--- src/rtl/serial_adder_nbit_if.sv ---
// Handshake and data bundle for serial_adder_nbit: operand request side and result side.
interface serial_adder_nbit_if #(
  parameter int unsigned WIDTH = 8
);
  logic             in_valid;
  logic             in_ready;
  logic [WIDTH-1:0] a;
  logic [WIDTH-1:0] b;
  logic             cin;
  logic             out_valid;
  logic             out_ready;
  logic [WIDTH-1:0] sum;
  logic             cout;
  logic             ovf;
  logic             busy;

  modport master (
    output in_valid, a, b, cin, out_ready,
    input  in_ready, out_valid, sum, cout, ovf, busy
  );

  modport slave (
    input  in_valid, a, b, cin, out_ready,
    output in_ready, out_valid, sum, cout, ovf, busy
  );
endinterface

--- src/rtl/serial_adder_nbit.sv ---
// Bit-serial WIDTH-bit adder: one full_adder_1_bit cell, operands shifted LSB-first,
// carry kept in a flop, parallel result with carry-out and signed overflow.
module full_adder_1_bit (
  input  logic a,
  input  logic b,
  input  logic cin,
  output logic s,
  output logic cout
);
  always_comb begin
    s    = a ^ b ^ cin;
    cout = (a & b) | (cin & (a ^ b));
  end
endmodule

module serial_adder_nbit #(
  parameter int unsigned WIDTH = 8
) (
  input  logic               clk,
  input  logic               rst,
  serial_adder_nbit_if.slave bus
);
  localparam int unsigned CW = $clog2(WIDTH);

  typedef enum logic [1:0] {IDLE, SHIFT, DONE} state_t;

  state_t           state;
  state_t           state_nx;
  logic [WIDTH-1:0] a_sr;
  logic [WIDTH-1:0] b_sr;
  logic [WIDTH-2:0] sum_sr;
  logic [WIDTH-1:0] sum_w;
  logic [WIDTH-1:0] sum_q;
  logic [CW-1:0]    cnt;
  logic             carry_q;
  logic             cmsb_q;
  logic             cout_q;
  logic             ovf_q;
  logic             fa_s;
  logic             fa_cout;
  logic             last;

  full_adder_1_bit u_fa (
    .a    (a_sr[0]),
    .b    (b_sr[0]),
    .cin  (carry_q),
    .s    (fa_s),
    .cout (fa_cout)
  );

  // sum_sr holds only the WIDTH-1 settled bits; the current bit completes the word
  always_comb begin
    sum_w = {fa_s, sum_sr};
    last  = (cnt == CW'(WIDTH - 1));
  end

  always_ff @(posedge clk) begin
    if (rst) state <= IDLE;
    else     state <= state_nx;
  end

  always_comb begin
    state_nx = state;
    case (state)
      IDLE:    if (bus.in_valid) state_nx = SHIFT;
      SHIFT:   if (last)         state_nx = DONE;
      DONE:    if (bus.out_ready) state_nx = IDLE;
      default: state_nx = IDLE;
    endcase
  end

  always_comb begin
    bus.in_ready  = (state == IDLE);
    bus.busy      = (state == SHIFT);
    bus.out_valid = (state == DONE);
    bus.sum       = sum_q;
    bus.cout      = cout_q;
    bus.ovf       = ovf_q;
  end

  always_ff @(posedge clk) begin
    if (rst) begin
      a_sr    <= '0;
      b_sr    <= '0;
      sum_sr  <= '0;
      sum_q   <= '0;
      cnt     <= '0;
      carry_q <= 1'b0;
      cmsb_q  <= 1'b0;
      cout_q  <= 1'b0;
      ovf_q   <= 1'b0;
    end else begin
      case (state)
        IDLE: begin
          if (bus.in_valid) begin
            a_sr    <= bus.a;
            b_sr    <= bus.b;
            carry_q <= bus.cin;
            cnt     <= '0;
          end
        end
        SHIFT: begin
          sum_sr  <= sum_w[WIDTH-1:1];
          a_sr    <= a_sr >> 1;
          b_sr    <= b_sr >> 1;
          carry_q <= fa_cout;
          cnt     <= cnt + CW'(1);
          // carry into the MSB, needed for signed overflow on the final bit
          if (cnt == CW'(WIDTH - 2)) cmsb_q <= fa_cout;
          if (last) begin
            sum_q  <= sum_w;
            cout_q <= fa_cout;
            ovf_q  <= cmsb_q ^ fa_cout;
          end
        end
        default: ;
      endcase
    end
  end
endmodule

--- src/flat_wrapper.sv ---
// flat-port wrapper written by rule: the top's interface ports become plain ports
module serial_adder_nbit_flat 
#(
  parameter int unsigned WIDTH = 8
)
  (clk, rst, bus_in_valid, bus_a, bus_b, bus_cin, bus_out_ready, bus_in_ready, bus_out_valid, bus_sum, bus_cout, bus_ovf, bus_busy);
  serial_adder_nbit_if #(.WIDTH(WIDTH)) bus_i ();
  input  logic clk;
  input  logic rst;
  input wire logic [$bits(bus_i.in_valid)-1:0] bus_in_valid;
  input wire logic [$bits(bus_i.a)-1:0] bus_a;
  input wire logic [$bits(bus_i.b)-1:0] bus_b;
  input wire logic [$bits(bus_i.cin)-1:0] bus_cin;
  input wire logic [$bits(bus_i.out_ready)-1:0] bus_out_ready;
  output wire logic [$bits(bus_i.in_ready)-1:0] bus_in_ready;
  output wire logic [$bits(bus_i.out_valid)-1:0] bus_out_valid;
  output wire logic [$bits(bus_i.sum)-1:0] bus_sum;
  output wire logic [$bits(bus_i.cout)-1:0] bus_cout;
  output wire logic [$bits(bus_i.ovf)-1:0] bus_ovf;
  output wire logic [$bits(bus_i.busy)-1:0] bus_busy;
  assign bus_i.in_valid = bus_in_valid;
  assign bus_i.a = bus_a;
  assign bus_i.b = bus_b;
  assign bus_i.cin = bus_cin;
  assign bus_i.out_ready = bus_out_ready;
  assign bus_in_ready = bus_i.in_ready;
  assign bus_out_valid = bus_i.out_valid;
  assign bus_sum = bus_i.sum;
  assign bus_cout = bus_i.cout;
  assign bus_ovf = bus_i.ovf;
  assign bus_busy = bus_i.busy;
  serial_adder_nbit #(.WIDTH(WIDTH)) u_core (.clk(clk), .rst(rst), .bus(bus_i));
endmodule
--- config.mk ---
export PLATFORM = sky130hd
export DESIGN_NAME = serial_adder_nbit_flat
export DESIGN_NICKNAME = d
export VERILOG_FILES = /design/src/rtl/serial_adder_nbit_if.sv /design/src/rtl/serial_adder_nbit.sv /design/src/flat_wrapper.sv
export SDC_FILE = /design/constraint.sdc
export NUM_CORES = 1
export LEC_CHECK = 0
export ABC_AREA = 1
export ABC_CLOCK_PERIOD_IN_PS = 1710
export BUFFER_PORTS_ARGS = -buffer_cell sky130_fd_sc_hd__buf_2
export CAP_MARGIN = 30
export CORE_MARGIN = 2
export CORE_UTILIZATION = 47
export DETAILED_ROUTE_END_ITERATION = 10
export PLACE_DENSITY_LB_ADDON = 0.2
export SLEW_MARGIN = 20
export SYNTH_ARGS = -nofsm -noshare
export SYNTH_HDL_FRONTEND = slang
export SYNTH_SLANG_ARGS = --single-unit
--- constraint.sdc ---
create_clock -name clk -period 1.71 [get_ports clk]
set_input_delay 0.171 -clock clk [delete_from_list [all_inputs] [get_ports clk]]
set_output_delay 0.171 -clock clk [all_outputs]
set_load 0.005 [all_outputs]
Yosys cells after proc, flatten, opt, wreduce, memory -nomap -nowiden. Index checks and enable logic that the tools add are counted.

Register bits: 40. Bits of input ports: 21. Output and inout bits: 13. Word-level logic and storage cells: 42.

$add $sub $neg: 1. Equal/unequal tests: 7. Mux-type cells: 12. Bitwise operators: 6. Reduce and logical (&&, ||, !) cells: 6.

Operators by type and width (count): case mux 8 bit (2 select lines) (2); two-way mux 8 bit (2); equality test 3 bit, second input constant (2); two-way mux 2 bit (3); case mux 2 bit (3 select lines) (1); case mux 3 bit (2 select lines) (1); AND reduction 2 bit (3); inequality test 2 bit, second input constant (2); adder 3 x 1 -> 3 bit, second input constant (1); two-way mux 3 bit (1); AND reduction 3 bit (1); XOR 1 bit (3); AND 1 bit (2); equality test 2 x 1 -> 1 bit, second input constant (1); equality test 2 bit, second input constant (1); zero test 2 bit (1); inequality test 2 x 1 -> 1 bit, second input constant (1); case mux 1 bit (2 select lines) (1); nonzero test 2 bit (1); two-way mux 1 bit (1); bitwise OR 1 bit (1).

Logic depth before layout (Yosys ltp). Gate-level depths: netlist (run 1).

Word-level depth: 4. Gate-level depth with buffers: 7. Gate-level depth less buffers: 7.

Modules after synthesis. From an unflattened synthesis (run 1), not the netlist that was laid out.

Cell total of the unflattened synthesis: 273. Area, all modules: 1860.5 µm².

By module, submodules not included: serial_adder_nbit (instances 1, cells each 272, area an instance 1840.5 µm², sequential area each 800.8 µm²); full_adder_1_bit (instances 1, cells each 1, area an instance 20.0 µm², sequential area each 0.0 µm²).

Worst setup path after synthesis (run 1). Ideal clock, no wire load.

Path type: flip-flop to flip-flop. From: register u_core.cnt[1]. To: register u_core.sum_q[1] (netlist: u_core.bus.sum[1]). Setup time: 128 ps. Arrival: 1114 ps. Required time: 1582 ps. Slack: 468 ps. Cell stages (with the launch flop): 8. Path buffers: 0. Period minus slack after synthesis: 1242 ps. Path through: dfxtp_1 ha_1 ha_1 inv_1 nor2_2 nand2_1 nand2_1 nor2_1.

Cells in the longest elaborated chain, start to end: 2.

RTL lines: start, declared (RTL line serial_adder_nbit.sv:34) `logic [CW-1:0] cnt;`; start signal, assigned (RTL line serial_adder_nbit.sv:107) `cnt <= cnt + CW'(1);`; equality test 3 bit (RTL line serial_adder_nbit.sv:54) `last = (cnt == CW'(WIDTH - 1));`; AND reduction 2 bit (no line); end signal, assigned (RTL line serial_adder_nbit.sv:111) `sum_q <= sum_w;`; end, declared (RTL line serial_adder_nbit.sv:33) `logic [WIDTH-1:0] sum_q;`.

No other way between the ends. A chain may end at the register's enable or synchronous reset.

Worst setup path after layout (run 1).
From: register u_core.cnt[1]. To: register u_core.sum_q[2] (netlist: u_core.bus.sum[2]).

The elaborated chain is that of the path after synthesis.

==> run metrics, run 1 <==
outcome finished clean; antenna violations before repair 0; Clock transition at path regs 0.08 ns; post-CTS setup buffers 0; crit path DAT 1.58 ns; DIE WIDTH 67.2 um; clk_lat worst skew 0.29 ns; Power per Cell Area 930 nW/um^2; synthesized instance count 294; syn_area_per_cell 6.39 um^2; Diodes inserted 0; clock sinks 40; Setup CP Type flip-flop to flip-flop; port buffer count 33; endpoint type of the worst setup path flip-flop; Comb power frac 0.133; clock tree buffer depth 2; routed vias 1601; final wirelength 3390 um; worst path required time 1.90 ns; HP Class input pin to flip-flop; Internal 1.52 mW; P_leak 1.15 nW; TritonRoute pass-1 iters 4; Startpoint Class flip-flop; Synth cell types 19; clock buffer count from CTS 5; first-pass GRT wire length 5950 um; DR vias/cell 4.26; WL/cell 9.01 um; fmax 0.714 GHz; Sum Neg Setup Slack 0 ns; Syn Nets 319; commonest non-fill, non-tap cell in the layout nand2_1; final total power 2.03 mW; Clock H-tree levels 2; most frequent cells in the layout nand2_1 (99), nor2_1 (66), inv_1 (40), dfxtp_1 (40), buf_2 (33); clock power share 0.370; Synth Register Bits 40; gr ovfl total 0; DP HPWL 2340 um; FP Rows 22; CTS tree done; GP Congestion 0.696; Seq/Total Area, Yosys 0.426; Post-DRT Antenna Nets 0; layout cell share with drive strength beyond 1 0.162; NetSw 510 uW; Reg power frac 0.497; unrepaired setup endpoints after global routing false; Core Region 3740 um^2; Layout Cells excl Fill 376; Final Hold Viols 0; slew at the pin closest to its max-slew limit 0.318 ns; post-CTS sizing 0; Chip Height 67.2 um; Max VDD drop 955 uV; Final period util 0.818; Remaining DRCs 0; Slew headroom 0.788; die area 4520 um^2; Sw Share 0.251; Layout area overhead 16.2%; setup ws final 0.310 ns; Total GRT Usage 0.179; Final Setup Violations 0; Initial Utilization 0.502; CTS root buf clkbuf_8; vias in the first global route 1403; synth warn 0; Synth Cell Area 1880 um^2; setup slack, reg-to-reg 0.31 ns; Max Cap Violations 0; IO Pins 34; drt first-iter violations 71; Final Max Tran Viols 0; pre-CTS worst setup slack 0.305 ns; Fin Clk Skew 0.00389 ns; hold_buf cts 0; Critical Path Fanout Max 8; # nets final 352; largest net degree at the start of global routing 30; DP Cell Count 368; minimum clock period 1.40 ns
[power groups by stage]
stage / clock network [mW] / logic [mW] / registers, mW
after floorplan: 0 / 0.204 / 1.03
after global placement: 0 / 0.272 / 1.03
after detailed placement: 0 / 0.274 / 1.03
after CTS: 0.783 / 0.275 / 1.01
after global routing: 0.825 / 0.317 / 1.02
final: 0.751 / 0.270 / 1.01
[path summary, 6_finish.rpt]
kind                            cells after the start              from           endpoint
worst max register to register                      7     u_core.cnt[1]  u_core.bus.sum[2]
worst max-delay path                                7     u_core.cnt[1]  u_core.bus.sum[2]
worst min register to register                      2  u_core.sum_sr[5]   u_core.sum_sr[5]
worst min-delay path                                4     bus_out_ready    u_core.state[1]
[through the flow]
stage	utilization	cell area (um^2)	hold slack (ns)
detailed placement	0.555	2080	0.434
floorplan	-	1880	0.240
global placement	0.555	2080	0.438
CTS	0.584	2180	0.109
global route	0.584	2180	0.133
finish	0.584	2180	0.120
[synth_stat cells]
master	count	area, um^2
clkbuf_1	3	11.3
nand2_2	3	18.8
inv_2	2	7.51
nor2_4	1	11.3
clkinv_1	1	3.75
nor2_1	66	248
fa_1	1	20.0
dfxtp_1	40	801
xor2_1	1	8.76
nand2_1	99	372
nand2_4	2	22.5
ha_1	3	37.5
inv_1	40	150
nor2_2	1	6.26
buf_6	1	11.3
a21oi_1	12	60.1
o21ai_0	9	45.0
nand3_1	2	10.0
buf_2	7	35.0
[per-layer routing]
layer  track usage  part of all wire
met3        0.0600             0.042
met2         0.301              0.46
met4        0.0765            0.0068
met5             0                 0
met1         0.206              0.49
[cells by family after synthesis]
logic type / count (synthesis) / synth area share
XOR/XNOR: 1 / 0.00466
adder cells (fa/ha/maj): 4 / 0.0306
flip-flops: 40 / 0.426
AND/OR/NAND/NOR: 174 / 0.366
AO/OA/AOI/OAI: 21 / 0.0559
buffers and inverters: 54 / 0.117
[critical path, cell delays in order (launching register included)]
cell	delay, ns
dfxtp_1	0.36
ha_1	0.16
ha_1	0.20
inv_1	0.08
nor2_2	0.29
nand2_1	0.09
nand2_1	0.08
nor2_1	0.04
[state kept, by name, indices dropped and copies added (netlist names)]
signal,cells
u_core.cnt,3
u_core.cmsb_q,1
u_core.sum_sr,7
u_core.carry_q,1
u_core.a_sr,8
u_core.bus.sum,8
u_core.state,2
u_core.bus.cout,1
u_core.b_sr,8
u_core.bus.ovf,1
[cell type report]
type	instances	area, um^2
Clock buffer	6	72.6
Multi-Input combinational cell	200	860
Timing Repair Buffer	37	195
Inverter	43	161
Tap cell	48	60.1
Sequential cell	40	801
Clock inverter	2	35.0
Fill cell	394	1560
(Power assumes the default switching activity.)
==> run 2: changes to the inputs <==
ABC_CLOCK_PERIOD_IN_PS = 1400   (was 1710)
clock period = 1.4 ns   (was 1.71 ns; I/O delays follow)
==> run 2 against run 1 <==
Fmax rose by 9.0%. Critical path depth did not move. Register-to-register slack got worse by 0.19 ns. Combinational power rose by 30%. Utilization rose by 0.87 points. Sequential power rose by 23%. Hold slack got worse by 0.014 ns. Critical endpoint is now u_core.bus.sum[5]. Largest power group unchanged. Routed wire length rose by 2.0%. Flip-flop and latch count did not move. Setup slack got worse by 0.19 ns. Global-route usage rose by 0.070 points.
==> run metrics, run 2 (synthesis results as in run 1) <==
Startpoint Class flip-flop; Remaining DRCs 0 (unchanged); Final Hold Viols 0 (unchanged); HP Class input pin to flip-flop; fmax 0.779 GHz (+9.0%); slew at the pin closest to its max-slew limit 0.270 ns (-0.0476 ns); Reg-to-Reg Start u_core.cnt[1]; setup slack, reg-to-reg 0.12 ns (-0.19 ns); die area 4520 um^2 (unchanged); vias in the first global route 1437 (+2.4%); RR Endpoint u_core.bus.sum[5]; WL/cell 9.15 um (+1.5%); Final period util 0.917 (+0.0984); CP Capture Point u_core.bus.sum[5]; unrepaired setup endpoints after global routing false; DP HPWL 2440 um (+4.6%); layout cell share with drive strength beyond 1 0.170 (+0.00811); clock tree buffer depth 2 (unchanged); FP Rows 22 (unchanged); clock sinks 40 (unchanged); hold_buf cts 0 (unchanged); Slew headroom 0.819 (+0.0309); routed vias 1653 (+3.2%); outcome finished clean; DIE WIDTH 67.2 um (unchanged); TritonRoute pass-1 iters 4 (unchanged); Post-DRT Antenna Nets 0 (unchanged); setup ws final 0.116 ns (-0.194 ns); pre-CTS worst setup slack 0.00237 ns (-0.303 ns); Max Cap Violations 0 (unchanged); Clock transition at path regs 0.07 ns (about the same); GP Congestion 0.750 (+7.8%); endpoint type of the worst setup path flip-flop; largest net degree at the start of global routing 30 (unchanged); IO Pins 34 (unchanged); antenna violations before repair 0 (unchanged); port buffer count 33 (unchanged); P_leak 1.16 nW (+1.4%); post-CTS setup buffers 0 (unchanged); worst path required time 1.58 ns (-0.32 ns); Setup CP Type flip-flop to flip-flop; Layout area overhead 18.0%; most frequent cells in the layout nand2_1 (99), nor2_1 (66), inv_1 (40), dfxtp_1 (40), buf_2 (33); drt first-iter violations 44 (-38%); Power per Cell Area 1080 nW/um^2 (+16%); Chip Height 67.2 um (unchanged); crit path DAT 1.46 ns (-0.12 ns); Diodes inserted 0 (unchanged); Initial Utilization 0.502 (unchanged); final wirelength 3460 um (+2.0%); worst reg2reg path depth 7 (unchanged); clock buffer count from CTS 5 (unchanged); first-pass GRT wire length 6050 um (+1.7%); Fin Clk Skew 0.00312 ns (-0.000767 ns); CTS tree done; CTS root buf clkbuf_8; clk_lat worst skew 0.29 ns (about the same); Total GRT Usage 0.179 (+0.000703); critical path startpoint u_core.cnt[1]; # nets final 355 (+0.85%); Sum Neg Setup Slack 0 ns (unchanged); DR vias/cell 4.37 (+2.7%); Critical Path Fanout Max 8 (unchanged); minimum clock period 1.28 ns (-0.116 ns); Hold Slack 0.106 ns (-0.0141 ns); Clock H-tree levels 2 (unchanged); Final Max Tran Viols 0 (unchanged); Max VDD drop 543 uV (-43%); Final Setup Violations 0 (unchanged); Core Region 3740 um^2 (unchanged); commonest non-fill, non-tap cell in the layout nand2_1; gr ovfl total 0 (unchanged)
-- run 2: cell types whose count changed in the layout (fill, tap and decap cells not counted), sizes merged --
cell / delta
buf: +3
clkbuf: +1
clkinv: -1
bufinv: -1
-- run 2: layout make-up --
type	count	area, um^2
Tap cell	48	60.1
Sequential cell	40	801
Inverter	43	161
Clock buffer	7	96.3
Fill cell	395	1530
Timing Repair Buffer	40	234
Multi-Input combinational cell	200	865
-- run 2: metrics by stage --
step,power (mW),area (um^2),util,std cells
5_1_grt,2.55,2220,0.592,378
2_1_floorplan,1.51,1880,-,294
3_3_place_gp,1.61,2110,0.564,371
6_report,2.39,2220,0.592,378
3_5_place_dp,1.62,2110,0.564,371
4_1_cts,2.44,2210,0.591,378
-- run 2: worst min-delay path by stage --
stage / startpoint / end / slack (ns) / cells past startpoint
floorplan: rst / u_core.a_sr[7] / 0.21 / 1
global placement: bus_out_ready / u_core.state[1] / 0.40 / 4
detailed placement: bus_out_ready / u_core.state[1] / 0.41 / 4
CTS: bus_out_ready / u_core.state[1] / 0.09 / 4
global route: bus_out_ready / u_core.state[1] / 0.10 / 4
finish: bus_out_ready / u_core.state[1] / 0.11 / 4
-- run 2: repair_timing --
action	4_1_cts	5_1_grt
pin swaps	0	1
gates resized for setup	1	1
endpoints found under the setup margin	4	7
-- run 2: worst max-delay path: stages (launching register included) --
cell	delay, ns
dfxtp_1	0.36
ha_1	0.15
ha_1	0.20
inv_1	0.10
nor2_4	0.18
nand2_1	0.07
nand2_1	0.07
nor2_1	0.04
-- run 2: metal layers --
layer	share of wire	global-route usage
met1	0.48	0.213
met2	0.46	0.298
met3	0.038	0.0600
met4	0.016	0.0689
met5	0	0
-- run 2: report_power, final --
| part | switching, mW | total [mW] | internal, mW |
|---|---|---|---|
| clock | 0.368 | 0.806 | 0.438 |
| sequential | 0.0308 | 1.24 | 1.21 |
| combinational | 0.211 | 0.351 | 0.140 |
